`src/rtl/xdisp2hex_capture.sv`:
```
// xdisp2hex_capture: readback decoder for a multiplexed, active-low 7-segment bus.
// Each stable segment pattern is turned back into its hex nibble, and the
// nibbles are assembled into one N_DIGITS-nibble word handed out with valid/ready.
//
// Optional feature: define XDISP_ERRCNT_EN to enable an 8-bit saturating count of
// err pulses. When it is left undefined, err_count reads 0 and the counter is absent.
//
// State table (FSM):
//   state       | meaning
//   ST_COLLECT  | stable digits are committed into out_data/digit_ok
//   ST_EMIT     | word complete, out_valid=1, word frozen until out_ready
module xdisp2hex_capture #(
    parameter int N_DIGITS      = 4,
    parameter int STABLE_CYCLES = 4
) (
    input  logic                    clk,
    input  logic                    rst,
    input  logic [N_DIGITS-1:0]     an,
    input  logic [6:0]              seg,
    input  logic                    out_ready,
    output logic [4*N_DIGITS-1:0]   out_data,
    output logic                    out_valid,
    output logic [N_DIGITS-1:0]     digit_ok,
    output logic                    err,
    output logic [7:0]              err_count
);

    localparam int CNT_W = $clog2(STABLE_CYCLES + 1);
    localparam logic [CNT_W-1:0] CNT_MAX = CNT_W'(STABLE_CYCLES);
    localparam logic [CNT_W-1:0] CNT_PRE = CNT_W'(STABLE_CYCLES - 1);
    localparam logic [6:0] SEG_BLANK = 7'h7F;

    typedef enum logic {
        ST_COLLECT = 1'b0,
        ST_EMIT    = 1'b1
    } state_t;

    // True when exactly one anode line is pulled low.
    function automatic logic one_low(input logic [N_DIGITS-1:0] a);
        int n;
        n = 0;
        for (int i = 0; i < N_DIGITS; i++) begin
            if (!a[i]) n++;
        end
        return (n == 1);
    endfunction

    // Segment pattern to {hit, nibble}; hit=0 for blank or unknown patterns.
    function automatic logic [4:0] seg_decode(input logic [6:0] s);
        case (s)
            7'h40:   return {1'b1, 4'h0};
            7'h79:   return {1'b1, 4'h1};
            7'h24:   return {1'b1, 4'h2};
            7'h30:   return {1'b1, 4'h3};
            7'h19:   return {1'b1, 4'h4};
            7'h12:   return {1'b1, 4'h5};
            7'h02:   return {1'b1, 4'h6};
            7'h78:   return {1'b1, 4'h7};
            7'h00:   return {1'b1, 4'h8};
            7'h10:   return {1'b1, 4'h9};
            7'h08:   return {1'b1, 4'hA};
            7'h03:   return {1'b1, 4'hB};
            7'h46:   return {1'b1, 4'hC};
            7'h21:   return {1'b1, 4'hD};
            7'h06:   return {1'b1, 4'hE};
            7'h0E:   return {1'b1, 4'hF};
            default: return 5'b0_0000;
        endcase
    endfunction

    // Sample stage (S) and the previous sample it is compared against.
    logic [N_DIGITS-1:0]    s_an_q, s_an_d;
    logic [6:0]             s_seg_q, s_seg_d;
    logic [N_DIGITS-1:0]    p_an_q, p_an_d;
    logic [6:0]             p_seg_q, p_seg_d;
    logic [CNT_W-1:0]       cnt_q, cnt_d;

    state_t                 state_q, state_d;
    logic [4*N_DIGITS-1:0]  out_data_q, out_data_d;
    logic                   out_valid_q, out_valid_d;
    logic [N_DIGITS-1:0]    digit_ok_q, digit_ok_d;
    logic                   err_q, err_d;

    logic                   sel_ok;
    logic                   same;
    logic                   evt;
    logic [4:0]             dec;
    logic                   blank;

    // Stability tracking: run length of identical, validly-selected samples.
    always_comb begin
        s_an_d  = an;
        s_seg_d = seg;
        p_an_d  = s_an_q;
        p_seg_d = s_seg_q;
        sel_ok  = one_low(s_an_q);
        same    = sel_ok && (s_an_q == p_an_q) && (s_seg_q == p_seg_q);
        if (!sel_ok) begin
            cnt_d = '0;
        end else if (!same) begin
            cnt_d = CNT_W'(1);
        end else if (cnt_q == CNT_MAX) begin
            cnt_d = cnt_q;
        end else begin
            cnt_d = cnt_q + CNT_W'(1);
        end
        // Fires only on the step into saturation, so once per run.
        evt   = same && (cnt_q == CNT_PRE);
        dec   = seg_decode(s_seg_q);
        blank = (s_seg_q == SEG_BLANK);
    end

    // Next-state and output logic for the collect/emit controller.
    always_comb begin
        state_d     = state_q;
        out_data_d  = out_data_q;
        out_valid_d = out_valid_q;
        digit_ok_d  = digit_ok_q;
        err_d       = 1'b0;
        case (state_q)
            ST_COLLECT: begin
                if (evt) begin
                    if (dec[4]) begin
                        // The low anode bit doubles as the one-hot digit mask.
                        for (int i = 0; i < N_DIGITS; i++) begin
                            if (!s_an_q[i]) begin
                                out_data_d[4*i +: 4] = dec[3:0];
                                digit_ok_d[i]        = 1'b1;
                            end
                        end
                    end else if (!blank) begin
                        err_d = 1'b1;
                    end
                end
                // Full word seen on the registered flags: present it next cycle.
                if (&digit_ok_q) begin
                    state_d     = ST_EMIT;
                    out_valid_d = 1'b1;
                end
            end
            ST_EMIT: begin
                if (out_ready) begin
                    state_d     = ST_COLLECT;
                    out_valid_d = 1'b0;
                    digit_ok_d  = '0;
                end
            end
            default: begin
                state_d = ST_COLLECT;
            end
        endcase
    end

    // All datapath and FSM registers, synchronous active-high reset.
    always_ff @(posedge clk) begin
        if (rst) begin
            s_an_q      <= '1;
            s_seg_q     <= SEG_BLANK;
            p_an_q      <= '1;
            p_seg_q     <= SEG_BLANK;
            cnt_q       <= '0;
            state_q     <= ST_COLLECT;
            out_data_q  <= '0;
            out_valid_q <= 1'b0;
            digit_ok_q  <= '0;
            err_q       <= 1'b0;
        end else begin
            s_an_q      <= s_an_d;
            s_seg_q     <= s_seg_d;
            p_an_q      <= p_an_d;
            p_seg_q     <= p_seg_d;
            cnt_q       <= cnt_d;
            state_q     <= state_d;
            out_data_q  <= out_data_d;
            out_valid_q <= out_valid_d;
            digit_ok_q  <= digit_ok_d;
            err_q       <= err_d;
        end
    end

    assign out_data  = out_data_q;
    assign out_valid = out_valid_q;
    assign digit_ok  = digit_ok_q;
    assign err       = err_q;

`ifdef XDISP_ERRCNT_EN
    logic [7:0] err_count_q, err_count_d;

    // Saturating count, stepped together with the err pulse it counts.
    always_comb begin
        err_count_d = err_count_q;
        if (err_d && (err_count_q != 8'hFF)) begin
            err_count_d = err_count_q + 8'd1;
        end
    end

    // Error counter register; only reset clears it.
    always_ff @(posedge clk) begin
        if (rst) begin
            err_count_q <= 8'h00;
        end else begin
            err_count_q <= err_count_d;
        end
    end

    assign err_count = err_count_q;
`else
    assign err_count = 8'h00;
`endif

endmodule
```
`config.mk`:
```
export PLATFORM = sky130hd
export DESIGN_NAME = xdisp2hex_capture
export DESIGN_NICKNAME = d
export VERILOG_FILES = /design/src/rtl/xdisp2hex_capture.sv
export SDC_FILE = /design/constraint.sdc
export NUM_CORES = 1
export LEC_CHECK = 0
export ABC_AREA = 1
export BUFFER_PORTS_ARGS = -buffer_cell sky130_fd_sc_hd__buf_2
export CORE_UTILIZATION = 35
export DETAILED_ROUTE_END_ITERATION = 10
export PLACE_DENSITY = 0.55
export SYNTH_ARGS = -nofsm -noshare
export SYNTH_HDL_FRONTEND = slang
export SYNTH_SLANG_ARGS = --single-unit
```
`constraint.sdc`:
```
create_clock -name clk -period 5 [get_ports clk]
set_input_delay 0.25 -clock clk [delete_from_list [all_inputs] [get_ports clk]]
set_output_delay 0.25 -clock clk [all_outputs]
set_load 0.05 [all_outputs]
```
# Yosys cells after proc, flatten, opt, wreduce, memory -nomap -nowiden
# Cells that the tools add are included.
dict set report classes {
  n_addsub 4
  eq_ne 30
  mux 22
  bitwise 8
  reduce_logical 17
}
# op n
set ops {}
lappend ops {{adder 32 x 2 -> 32 bit, second input constant} 3}
lappend ops {{2-to-1 mux 32 bit} 3}
lappend ops {{case mux 5 bit (16 select lines)} 1}
lappend ops {{AND reduction 4 bit} 9}
lappend ops {{== test 7 bit, second input constant} 5}
lappend ops {{== test 32 x 2 -> 1 bit, second input constant} 1}
lappend ops {{== test 7 x 5 -> 1 bit, second input constant} 3}
lappend ops {{== test 7 x 6 -> 1 bit, second input constant} 3}
lappend ops {{!= test 2 bit, second input constant} 9}
lappend ops {{== test 7 x 2 -> 1 bit, second input constant} 2}
lappend ops {{== test 7 x 4 -> 1 bit, second input constant} 2}
lappend ops {{2-to-1 mux 1 bit} 12}
lappend ops {{2-to-1 mux 4 bit} 3}
lappend ops {{NOT 1 bit} 8}
lappend ops {{case mux 4 bit (2 select lines)} 1}
lappend ops {{== test 7 x 3 -> 1 bit, second input constant} 1}
lappend ops {{== test 7 bit} 1}
lappend ops {{zero test 7 bit} 1}
lappend ops {{== test 4 bit} 1}
lappend ops {{case mux 1 bit (2 select lines)} 2}
lappend ops {{OR reduction 4 bit} 1}
lappend ops {{adder 3 x 1 -> 3 bit, second input constant} 1}
lappend ops {{== test 3 x 2 -> 1 bit, second input constant} 1}
lappend ops {{== test 3 bit, second input constant} 1}
lappend ops {{other kinds (4)} 6}
dict set report totals {
  regBits 48
  inputBits 14
  output_inout_bits 30
  elab_cells 98
}

# Depth between registers and ports, before layout
# Gate-level depths: netlist of run 1.
dict set report depth {
  word_depth 13
  mapped_depth 17
  mapped_depth_nobuf 16
}

# Worst setup path before layout of run 1
# Ideal clock, no wire load.
dict set report synth_path {
  path_kind {reg2reg}
  start {register s_an_q[1] (netlist: p_an_d[1])}
  end {register out_data_q[12] (netlist: out_data[12])}
  arrival_time_ps 2223
  required_time_ps 4936
  slack_ps 2713
  path_stages_with_launch 18
  path_buffers 1
  cell_sequence {dfxtp_1 -> clkinv_1 -> ha_1 -> inv_1 -> nand2_1 -> nand2_1 -> inv_1 -> ha_1 -> nor2_1 -> nand2_1 -> o21ai_1 -> nand3_1 -> nor2_1 -> buf_4 -> nand3_2 -> nand2_1 -> inv_1 -> nor2_1}
}
dict set report synth_via {
  elab_chain_cells 10
  word_cells_on_any_way 11
}
# element line_no
set synth_rtl {}
lappend synth_rtl {{start: declaration} 72} ;# logic [N_DIGITS-1:0] s_an_q, s_an_d;
lappend synth_rtl {{start signal: assignment} 168} ;# s_an_q <= s_an_d;
lappend synth_rtl {{2-to-1 mux 32 bit} 43} ;# if (!a[i]) n++;
lappend synth_rtl {{adder 32 x 2 -> 32 bit} 43}
lappend synth_rtl {{2-to-1 mux 32 bit} 43}
lappend synth_rtl {{adder 32 x 2 -> 32 bit} 43}
lappend synth_rtl {{2-to-1 mux 32 bit} 43}
lappend synth_rtl {{== test 32 x 2 -> 1 bit} 45} ;# return (n == 1);
lappend synth_rtl {{logical AND 1 bit (*) (2 in a row)} 97} ;# same = sel_ok && (s_an_q == p_an_q) && (s_seg_q == p_seg_q);
lappend synth_rtl {{logical AND 1 bit (*)} 108} ;# evt = same && (cnt_q == CNT_PRE);
lappend synth_rtl {{AND reduction 4 bit (no source line) (*)} --}
lappend synth_rtl {{end signal: assignment} 174} ;# out_data_q <= out_data_d;
lappend synth_rtl {{end: declaration} 79} ;# logic [4*N_DIGITS-1:0] out_data_q, out_data_d;
# Mark *: on every way between the ends. The rest lies on a longest branch, timed or not.
# A chain may end at the register's enable or synchronous reset.

# Final worst setup path of run 1
dict set report layout_path {
  start {register s_an_q[1] (netlist: p_an_d[1])}
  end {register out_data_q[1] (netlist: out_data[1])}
}
# The elaborated chain is that of the path after synthesis.

==> impl_metrics.yaml, run 1 <==
pwr:
  power.density_nw_per_um2: 248
  p_switching_uw: 180
  p_leak_uw: 0.00144
  ir_drop_mv: 0.107
  switching_share: 0.261
  p_comb_frac: 0.105
  p_seq_frac: 0.582
  intPower_uw: 509
  pwr-share-clk: 0.313
timing:
  finalMaxSlewViolations: 0
  setup_viol: 0
  tightest_slew_ps: 1230
  min_period_ps: 3480
  slew_headroom: 0.178
  fin_tns_setup_ps: 0
  hold_violations: 0
  final.period_utilization: 0.696
  timing.fmax_mhz: 287
  rsz0062_at_grt: "false"
  skew_ps: 2.42
  setup_slack_ps: 1520
floorplan:
  ios: 44
  rows: 30
  dieArea_um2: 7410
  die_h_um: 86.1
  coreArea_um2: 6830
  fp.dieW_um: 86.1
  initial_core_util: 0.362
route:
  dr_total_vias: 2128
  post_drt_wl_per_cell_um: 10.2
  drtAntennaViolNets: 0
  dr.pass1.iters: 4
  vias_per_cell: 4.29
  drtIter0Drc: 78
  wl_um: 5040
  drc: 0
logic_synthesis:
  synth.cell_area_um2: 2480
  ys_seq_elements: 48
  yosysMostFrequentCell: "nand2_1"
  async_flop_share: 0
  synth_top_family_by_area: "simple AND/OR/NAND/NOR gates"
  synth_top_area_cell: "dfxtp_1"
  synthDistinctLibCells: 27
  netlist_top_cells_count: "101 x nand2_1, 56 x inv_1, 50 x nor2_1"
  synth_edf_count: 0
  syn_inst: 367
  yosys-top-cells-area: "dfxtp_1 39%, nand2_1 15%, inv_1 8.5%"
  synth-seq-area-share: 0.388
  synth_compound_area_frac: 0.0273
  synth_top_area_share: 0.388
  synth_warnings: 0
  postSynthAreaPerCell_um2: 6.75
  synth_fa_ha_area_frac: 0.0303
  synth_xor_area_frac: 0.0248
  synth-main-ff-cell: "dfxtp_1"
  synthMuxAreaShare: 0
  synth-simple-area-share: 0.387
cts:
  root_buffer: "clkbuf_8"
  cts_buffer_depth: 2
  ctsHoldBuffers: 0
  cts-buffers-inserted: 5
  post_cts_resized: 0
  insertion_delay_ps: 290
  cts_setup_buffers: 0
  cts_tree: "built"
  h-tree-depth: 2
  path_clk_slew_ps: 80
  cts_sinks: 48
setup_path:
  r2r_cells: 16
  slowest_delay_ps: 940
  worstSetupStartpointType: "flop"
  reg2reg_slack_ps: 1520
  cp_max_fo: 20
  path_cells: "clkinv_1, ha_1, inv_1, nand2_1, nand2_1, inv_1, ha_1, nor2_1, nand2_1, o21ai_1, nand3_1, nor2_1, nand3_2, nand2_1, inv_1, nor2_1"
  crit_top_cell: "nand2_1"
  crit_start: "p_an_d[1]"
  critPathSlowestCell: "nor2_1"
  end_kind: "flop"
  path_buf_inv: 4
  critical-path-top-delay-family: "simple AND/OR/NAND/NOR gates"
  r2r-end: "out_data[1]"
  critPathArrivalTime_ps: 3710
  crit_type: "flop to flop"
  r2r_start: "p_an_d[1]"
  crit_required_ps: 5230
cells_and_area:
  nNetsFinal: 420
  finalNonFillerCells: 496
  diodes: 0
  drive_gt1_frac: 0.190
  area_delta_synth_final_pct: 11.9
  post-route-util: 0.405
placement:
  dpl.hpwl_um: 3820
  pre_cts_slack_ps: 1620
  io_buffers: 35
  gp_congestion: 0.843
  placed_cells_incl_taps: 489
worst_hold_path:
  min_path_type: "input pin to flop"
  hold_start: "seg[2]"
  hold_depth: 2
  min_to: "p_seg_d[2]"
grt:
  grt_pass1_wl_um: 8710
  antenna_found_initial: 0
  grt_pass1_vias: 1975
  gr-usage-all-layers: 0.149
  grt-ovfl-total: 0
  grt_max_degree: 30
run_status:
  status: "complete, no violations"
run:
  cap_violations: 0
-- metal layers --
layer	up-vias	global-route usage	wire length, um
met2	46	0.262	2370
li1	1157	-	-
met5	-	0	0
met4	0	0.0439	47
met3	4	0.0318	179
met1	921	0.183	2450
-- cells in the final DEF, fill, tap and decap left out, drive strengths merged --
cell type	n
inv	64
o21ai	2
xor2	2
clkinv	2
nor3	2
nor2	54
conb	8
nand4	19
clkbuf	6
nor4	1
o31ai	1
dfxtp	48
nand3	18
or2	12
nand2	105
xnor2	5
ha	6
a21oi	10
buf	35
-- how the worst max path moves through the flow --
stage                               to  slack (ps)  depth (start not counted)
after floorplan           out_data[12]        2710                         17
after global placement     out_data[0]        1730                         16
after detailed placement   out_data[1]        1620                         16
after CTS                  out_data[1]        1570                         16
after global routing       out_data[0]        1040                         16
final                      out_data[1]        1520                         16
-- cell families (layout without fill, tap and decap cells) --
logic type      after synthesis  after routing
compound gates               13             13
other cells                   1              8
xor+xnor                      7              7
simple gates                211            211
buf+inv                      81            107
fa+ha+maj                     6              6
flops                        48             48
-- sequential cells by signal, indices dropped and copies added, names as in the netlist --
register	flops
out_data	16
err	1
p_an_d	4
p_seg_d	7
state_q	1
digit_ok	4
out_valid	1
cnt_q	3
p_an_q	4
p_seg_q	7
-- worst register-to-register path, stage by stage, from the launching register on --
cell and delay (ps):
dfxtp_1 370, clkinv_1 220, ha_1 380, inv_1 60
nand2_1 60, nand2_1 80, inv_1 50, ha_1 270
nor2_1 80, nand2_1 60, o21ai_1 90, nand3_1 130
nor2_1 940, nand3_2 350, nand2_1 150, inv_1 50
nor2_1 80
-- layout make-up --
cell class                      count  area [um2]
Inverter                           65         244
Clock buffer                        6        72.6
Timing Repair Buffer               35         175
Clock inverter                      1        5.00
Sequential cell                    48         961
Multi-Input combinational cell    245        1190
Fill cell                         759        4060
Tap cell                           96         120
-- metrics by stage --
stage / instance area (um2) / total power [uW] / hold WS, ps
3_3_place_gp: 2690 / 481 / 433
5_1_grt: 2770 / 731 / 118
6_report: 2770 / 688 / 132
3_5_place_dp: 2690 / 482 / 434
4_1_cts: 2770 / 706 / 116
2_1_floorplan: 2500 / 470 / 354
-- power groups by stage --
stage | registers [uW] | clock network [uW] | logic [uW]
finish | 401 | 216 | 72.0
detailed placement | 410 | 0 | 72.4
floorplan | 407 | 0 | 63.6
global placement | 409 | 0 | 71.7
CTS | 401 | 232 | 72.7
global route | 402 | 247 | 82.5
Note: power is estimated with default switching activity, not from simulation.
==> run 2: changes to the inputs <==
Settings changed: ABC_AREA 1 to 0, PLACE_DENSITY 0.55 to 0.57.
Clock period 5 ns to 2.94 ns, I/O delays scaled along.
==> run 2 against run 1 <==
Against the previous run: cell area down 3.3%; critical endpoint is now out_data[7]; synthesized area down 3.4%; flip-flop and latch count unchanged; worst hold slack worse by 110 ps; non-clock buffer count up 1; first-iteration DRC count up 29%; sequential share of layout area up 1.2 points; final cell count down 27%; largest cell class unchanged.
==> impl_metrics.yaml, run 2 <==
grt:
  grt-ovfl-total: 0
  gr-usage-all-layers: 0.143
  antenna_found_initial: 0
  grt_max_degree: 29
  grt_pass1_wl_um: 8080
  grt_pass1_vias: 1647
placement:
  io_buffers: 35
  gp_congestion: 0.824
  dpl.hpwl_um: 3430
  placed_cells_incl_taps: 356
pwr:
  p_seq_frac: 0.521
  p_comb_frac: 0.091
  ir_drop_mv: 0.277
  p_switching_uw: 318
  switching_share: 0.239
  power.density_nw_per_um2: 497
  finalPower_uw: 1330
  intPower_uw: 1010
  pwr-share-clk: 0.388
  p_leak_uw: 0.00112
logic_synthesis:
  synth_top_area_share: 0.402
  postSynthAreaPerCell_um2: 9.17
  synth_top_family_by_area: "simple AND/OR/NAND/NOR gates"
  synth_fa_ha_area_frac: 0.0314
  synthDistinctLibCells: 54
  synth-main-ff-cell: "dfxtp_1"
  yosysMostFrequentCell: "dfxtp_1"
  synth-simple-area-share: 0.228
  synth_xor_area_frac: 0.0513
  synthMuxAreaShare: 0.0591
  syn_inst: 261
  synth.cell_area_um2: 2390
  synth_top_area_cell: "dfxtp_1"
  synth_warnings: 0
  synth_edf_count: 0
  async_flop_share: 0
  netlist_top_cells_count: "48 x dfxtp_1, 25 x nand2_1, 21 x or2_2"
  synth_compound_area_frac: 0.143
  yosys-top-cells-area: "dfxtp_1 40%, or2_2 5.5%, mux2i_1 5.4%"
  ys_seq_elements: 48
  synth-seq-area-share: 0.402
timing:
  slew_headroom: 0.465
  final.period_utilization: 0.935
  timing.fmax_mhz: 364
  min_period_ps: 2750
  finalMaxSlewViolations: 0
  rsz0062_at_grt: "false"
  tightest_slew_ps: 796
  skew_ps: 6.56
  hold_violations: 0
  holdWs_ps: 18.7
  setup_viol: 0
  fin_tns_setup_ps: 0
cts:
  cts_tree: "built"
  root_buffer: "clkbuf_8"
  ctsHoldBuffers: 0
  cts_buffer_depth: 2
  cts-buffers-inserted: 5
  h-tree-depth: 2
  cts_setup_buffers: 0
  cts_sinks: 48
  insertion_delay_ps: 300
  path_clk_slew_ps: 90
cells_and_area:
  area_delta_synth_final_pct: 11.9
  post-route-util: 0.415
  largest_register_ffs: 16
  final_common_cell: "dfxtp_1"
  drive_gt1_frac: 0.272
  layout_common_cells: "48 x dfxtp_1, 35 x buf_2, 25 x nand2_1"
  diodes: 0
  finalNonFillerCells: 364
  nFillCells: 648
  nNetsFinal: 306
floorplan:
  initial_core_util: 0.370
  dieArea_um2: 7170
  coreArea_um2: 6460
  fp.dieW_um: 84.7
  die_h_um: 84.7
  ios: 44
  rows: 29
setup_path:
  path_cells: "inv_1, ha_1, xnor2_1, ha_1, or3_1, a311o_1, o41ai_1, a21oi_1"
  path_buf_inv: 1
  crit_required_ps: 3120
  crit_type: "flop to flop"
  critPathArrivalTime_ps: 2920
  critical-path-top-delay-family: "compound AO/OA/AOI/OAI gates"
  crit_top_cell: "ha_1"
  end_kind: "flop"
  worstSetupStartpointType: "flop"
  cp_max_fo: 5
  slowest_delay_ps: 460
  critPathSlowestCell: "o41ai_1"
worst_hold_path:
  min_path_type: "input pin to flop"
route:
  dr_total_vias: 1853
  dr.pass1.iters: 6
  drtAntennaViolNets: 0
  drc: 0
  wl_um: 4870
  drtIter0Drc: 101
  vias_per_cell: 5.09
  post_drt_wl_per_cell_um: 13.4
run_status:
  status: "complete, no violations"
run:
  cap_violations: 0
## run 2: cell count changes in the layout (fill, tap and decap cells not counted), moves of 5 or more
cell | previous run | this run
nand4_1 | 19 | 3
nand3_2 | 6 | 0
a21oi_1 | 10 | 15
nand2_1 | 101 | 25
xor2_1 | 2 | 11
inv_2 | 8 | 0
or2_2 | 12 | 21
inv_1 | 56 | 12
nand2b_1 | 0 | 6
nand3_1 | 12 | 4
nor2_1 | 50 | 11
mux2i_1 | 0 | 13
## run 2: layout make-up
| type | count | area (um2) | share of cell area |
|---|---|---|---|
| multi-input combinational | 183 | 1270 | 0.473 |
| clock inverter | 1 | 30.0 | 0.0112 |
| inverter | 12 | 45.0 | 0.0168 |
| timing repair buffer | 36 | 183 | 0.0682 |
| clock buffer | 7 | 96.3 | 0.0360 |
| sequential | 48 | 961 | 0.359 |
| tap | 77 | 96.3 | 0.0360 |
## run 2: path summary, 6_finish.rpt
path / start / endpoint / slack, ps / depth (start not counted)
worst max-delay path: p_an_d[0] / out_data[7] / 190 / 8
worst min-delay path: seg[0] / p_seg_d[0] / 20 / 2
worst max register to register: p_an_d[0] / out_data[7] / 190 / 8
worst min register to register: out_data[3] / out_data[3] / 450 / 2
## run 2: power by group through the flow
| stage | registers [uW] | clock network, uW | logic (uW) |
|---|---|---|---|
| after CTS | 693 | 522 | 120 |
| final | 693 | 516 | 121 |
| after global placement | 708 | 0 | 117 |
| after floorplan | 688 | 0 | 125 |
| after global routing | 698 | 555 | 134 |
| after detailed placement | 708 | 0 | 119 |
## run 2: metal layers
metal  share of wire  GRT usage  wire [um]  up-vias
li1                -          -          -      939
met1            0.50      0.197       2430      865
met2            0.44      0.208       2140       36
met3           0.031     0.0324        150       13
met4           0.030     0.0755        145        0
met5               0          0          0        -
## run 2: logic make-up (layout without fill, tap and decap cells)
| kind of cell | count (synthesis) | after routing |
|---|---|---|
| compound gates | 44 | 44 |
| flops | 48 | 48 |
| xor+xnor | 14 | 14 |
| mux | 14 | 14 |
| fa+ha+maj | 6 | 6 |
| other cells | 1 | 8 |
| buf+inv | 37 | 56 |
| simple gates | 97 | 97 |
## run 2: worst reg2reg max path, stage by stage (launching register included)
cell     delay, ps
dfxtp_1        430
inv_1           90
ha_1           360
xnor2_1        210
ha_1           260
or3_1          400
a311o_1        340
o41ai_1        460
a21oi_1         70
## run 2: timing repair
action,in CTS,in global routing
gates resized for setup,0,1
hold endpoints to repair,0,0
endpoints found under the setup margin,0,16
## run 2: metrics by stage
step           cell area (um2)  setup slack (ps)
2_1_floorplan             2420               466
3_3_place_gp              2540               285
3_5_place_dp              2540               150
4_1_cts                   2670               122
5_1_grt                   2680              32.1
6_report                  2680               192
==> run 3: changes to the inputs <==
Settings changed: BUFFER_PORTS_ARGS -buffer_cell sky130_fd_sc_hd__buf_2 to default, DONT_BUFFER_PORTS from default to 1, PLACE_DENSITY 0.57 to 0.52, RECOVER_POWER from default to 25.
Clock period 2.94 ns to 2.2 ns, I/O delays scaled along.
==> run 3 against run 2 <==
Against the previous run: the run now ends with setup timing left; die area unchanged; clock power decreased by 4.3%; register-to-register slack got worse by 290 ps; first-iteration DRC count decreased by 7.9%; sequential power increased by 32%; via count increased by 2.4%; critical path depth increased by 1; global-route usage increased by 1.9 points; fmax increased by 20%; core utilization increased by 4.8 points; largest power group unchanged; highest routed layer unchanged.
==> impl_metrics.yaml, run 3 (synthesized netlist as in run 2, its figures left out) <==
route:
  post_drt_wl_per_cell_um: 14.2
  drc: 0
  drtAntennaViolNets: 0
  wl_um: 5320
  drtIter0Drc: 93
  vias_per_cell: 5.06
  dr_total_vias: 1898
  dr.pass1.iters: 6
worst_hold_path:
  min_path_type: "input pin to flop"
  min_to: "out_data[4]"
  hold_depth: 2
  hold_start: "rst"
cts:
  path_clk_slew_ps: 80
  h-tree-depth: 2
  cts-buffers-inserted: 5
  cts_sinks: 48
  insertion_delay_ps: 300
  cts_tree: "built"
  root_buffer: "clkbuf_8"
  cts_buffer_depth: 2
pwr:
  p_leak_uw: 0.00115
  finalPower_uw: 1680
  ir_drop_mv: 0.267
  power.density_nw_per_um2: 560
timing:
  min_period_ps: 2300
  finalMaxSlewViolations: 0
  final.period_utilization: 1.04
  setup_slack_ps: -95.8
  timing.fmax_mhz: 436
  skew_ps: 8.16
  holdWs_ps: 52.6
  hold_violations: 0
  rsz0062_at_grt: "true"
  fin_tns_setup_ps: -1210
  setup_viol: 21
  slew_headroom: 0.416
  tightest_slew_ps: 873
setup_path:
  r2r_start: "p_an_d[0]"
  end_kind: "flop"
  r2r-end: "out_data[6]"
  crit_required_ps: 2360
  cp_max_fo: 5
  worstSetupStartpointType: "flop"
  r2r_cells: 9
  crit_type: "flop to flop"
  critPathArrivalTime_ps: 2460
  crit_start: "p_an_d[0]"
  reg2reg_slack_ps: -100
grt:
  grt_max_degree: 26
  grt_pass1_vias: 1913
  gr-usage-all-layers: 0.162
  antenna_found_initial: 0
  grt-ovfl-total: 0
  grt_pass1_wl_um: 9250
cells_and_area:
  regArea_um2: 965
  nFillCells: 649
  nNetsFinal: 318
  final_common_cell: "dfxtp_1"
  layout_common_cells: "45 x dfxtp_1, 32 x buf_4, 25 x nand2_1"
  multi_input_area_um2: 1390
  diodes: 0
  largest_register_ffs: 16
  drive_gt1_frac: 0.312
  area_delta_synth_final_pct: 25.0
floorplan:
  rows: 29
  dieArea_um2: 7170
  fp.dieW_um: 84.7
  coreArea_um2: 6460
  initial_core_util: 0.370
  ios: 44
  die_h_um: 84.7
placement:
  io_buffers: 0
  dpl.hpwl_um: 3780
  pre_cts_slack_ps: -86.8
  gp_congestion: 0.838
run_status:
  failed_checks: "setup timing"
  status: "finished, violations left"
run:
  cap_violations: 0
[run 3: worst max-delay path by stage]
stage	endpoint	slack, ps	cells past startpoint
floorplan	out_data[2]	-60	8
global placement	out_data[10]	-60	9
detailed placement	out_data[10]	-90	9
CTS	out_data[10]	-50	9
global route	out_data[10]	-210	9
finish	out_data[6]	-100	9
[run 3: worst max-delay path, stage by stage (launching register included)]
cell and delay, ps:
dfxtp_2 330, buf_4 130, ha_2 200, mux2i_4 170
ha_4 220, or3_4 340, a31oi_4 280, buf_6 140
o2111ai_4 170, mux2i_1 170
[run 3: area by class of cell]
cell class,count,area share
well taps,77,0.0322
multi-input cells,183,0.466
inverters,12,0.0151
flip-flops and latches,48,0.323
repair buffers,48,0.138
clock inverters,1,0.00167
clock buffers,6,0.0243
[run 3: per-layer routing]
metal,wire length (um),global-route usage
met5,0,0
met1,2520,0.212
met4,85,0.0539
met2,2510,0.264
met3,212,0.0344
[run 3: repair_timing]
item,4_1_cts,5_1_grt
buffers inserted,1,1
endpoints found under the hold margin,25,0
pin swaps,4,5
gates resized for setup,4,12
endpoints found under the setup margin,20,23
hold buffers,13,0
[run 3: power breakdown]
group,switching [uW],internal (uW),total (uW)
logic,135,132,267
registers,25.3,889,915
clock network,278,217,494
[run 3: through the flow]
step | util | area [um2] | instances
final | 0.463 | 2990 | 375
after global routing | 0.463 | 2990 | 375
after CTS | 0.452 | 2920 | 374
after detailed placement | 0.416 | 2690 | 354
after global placement | 0.416 | 2690 | 354
after floorplan | - | 2480 | 268
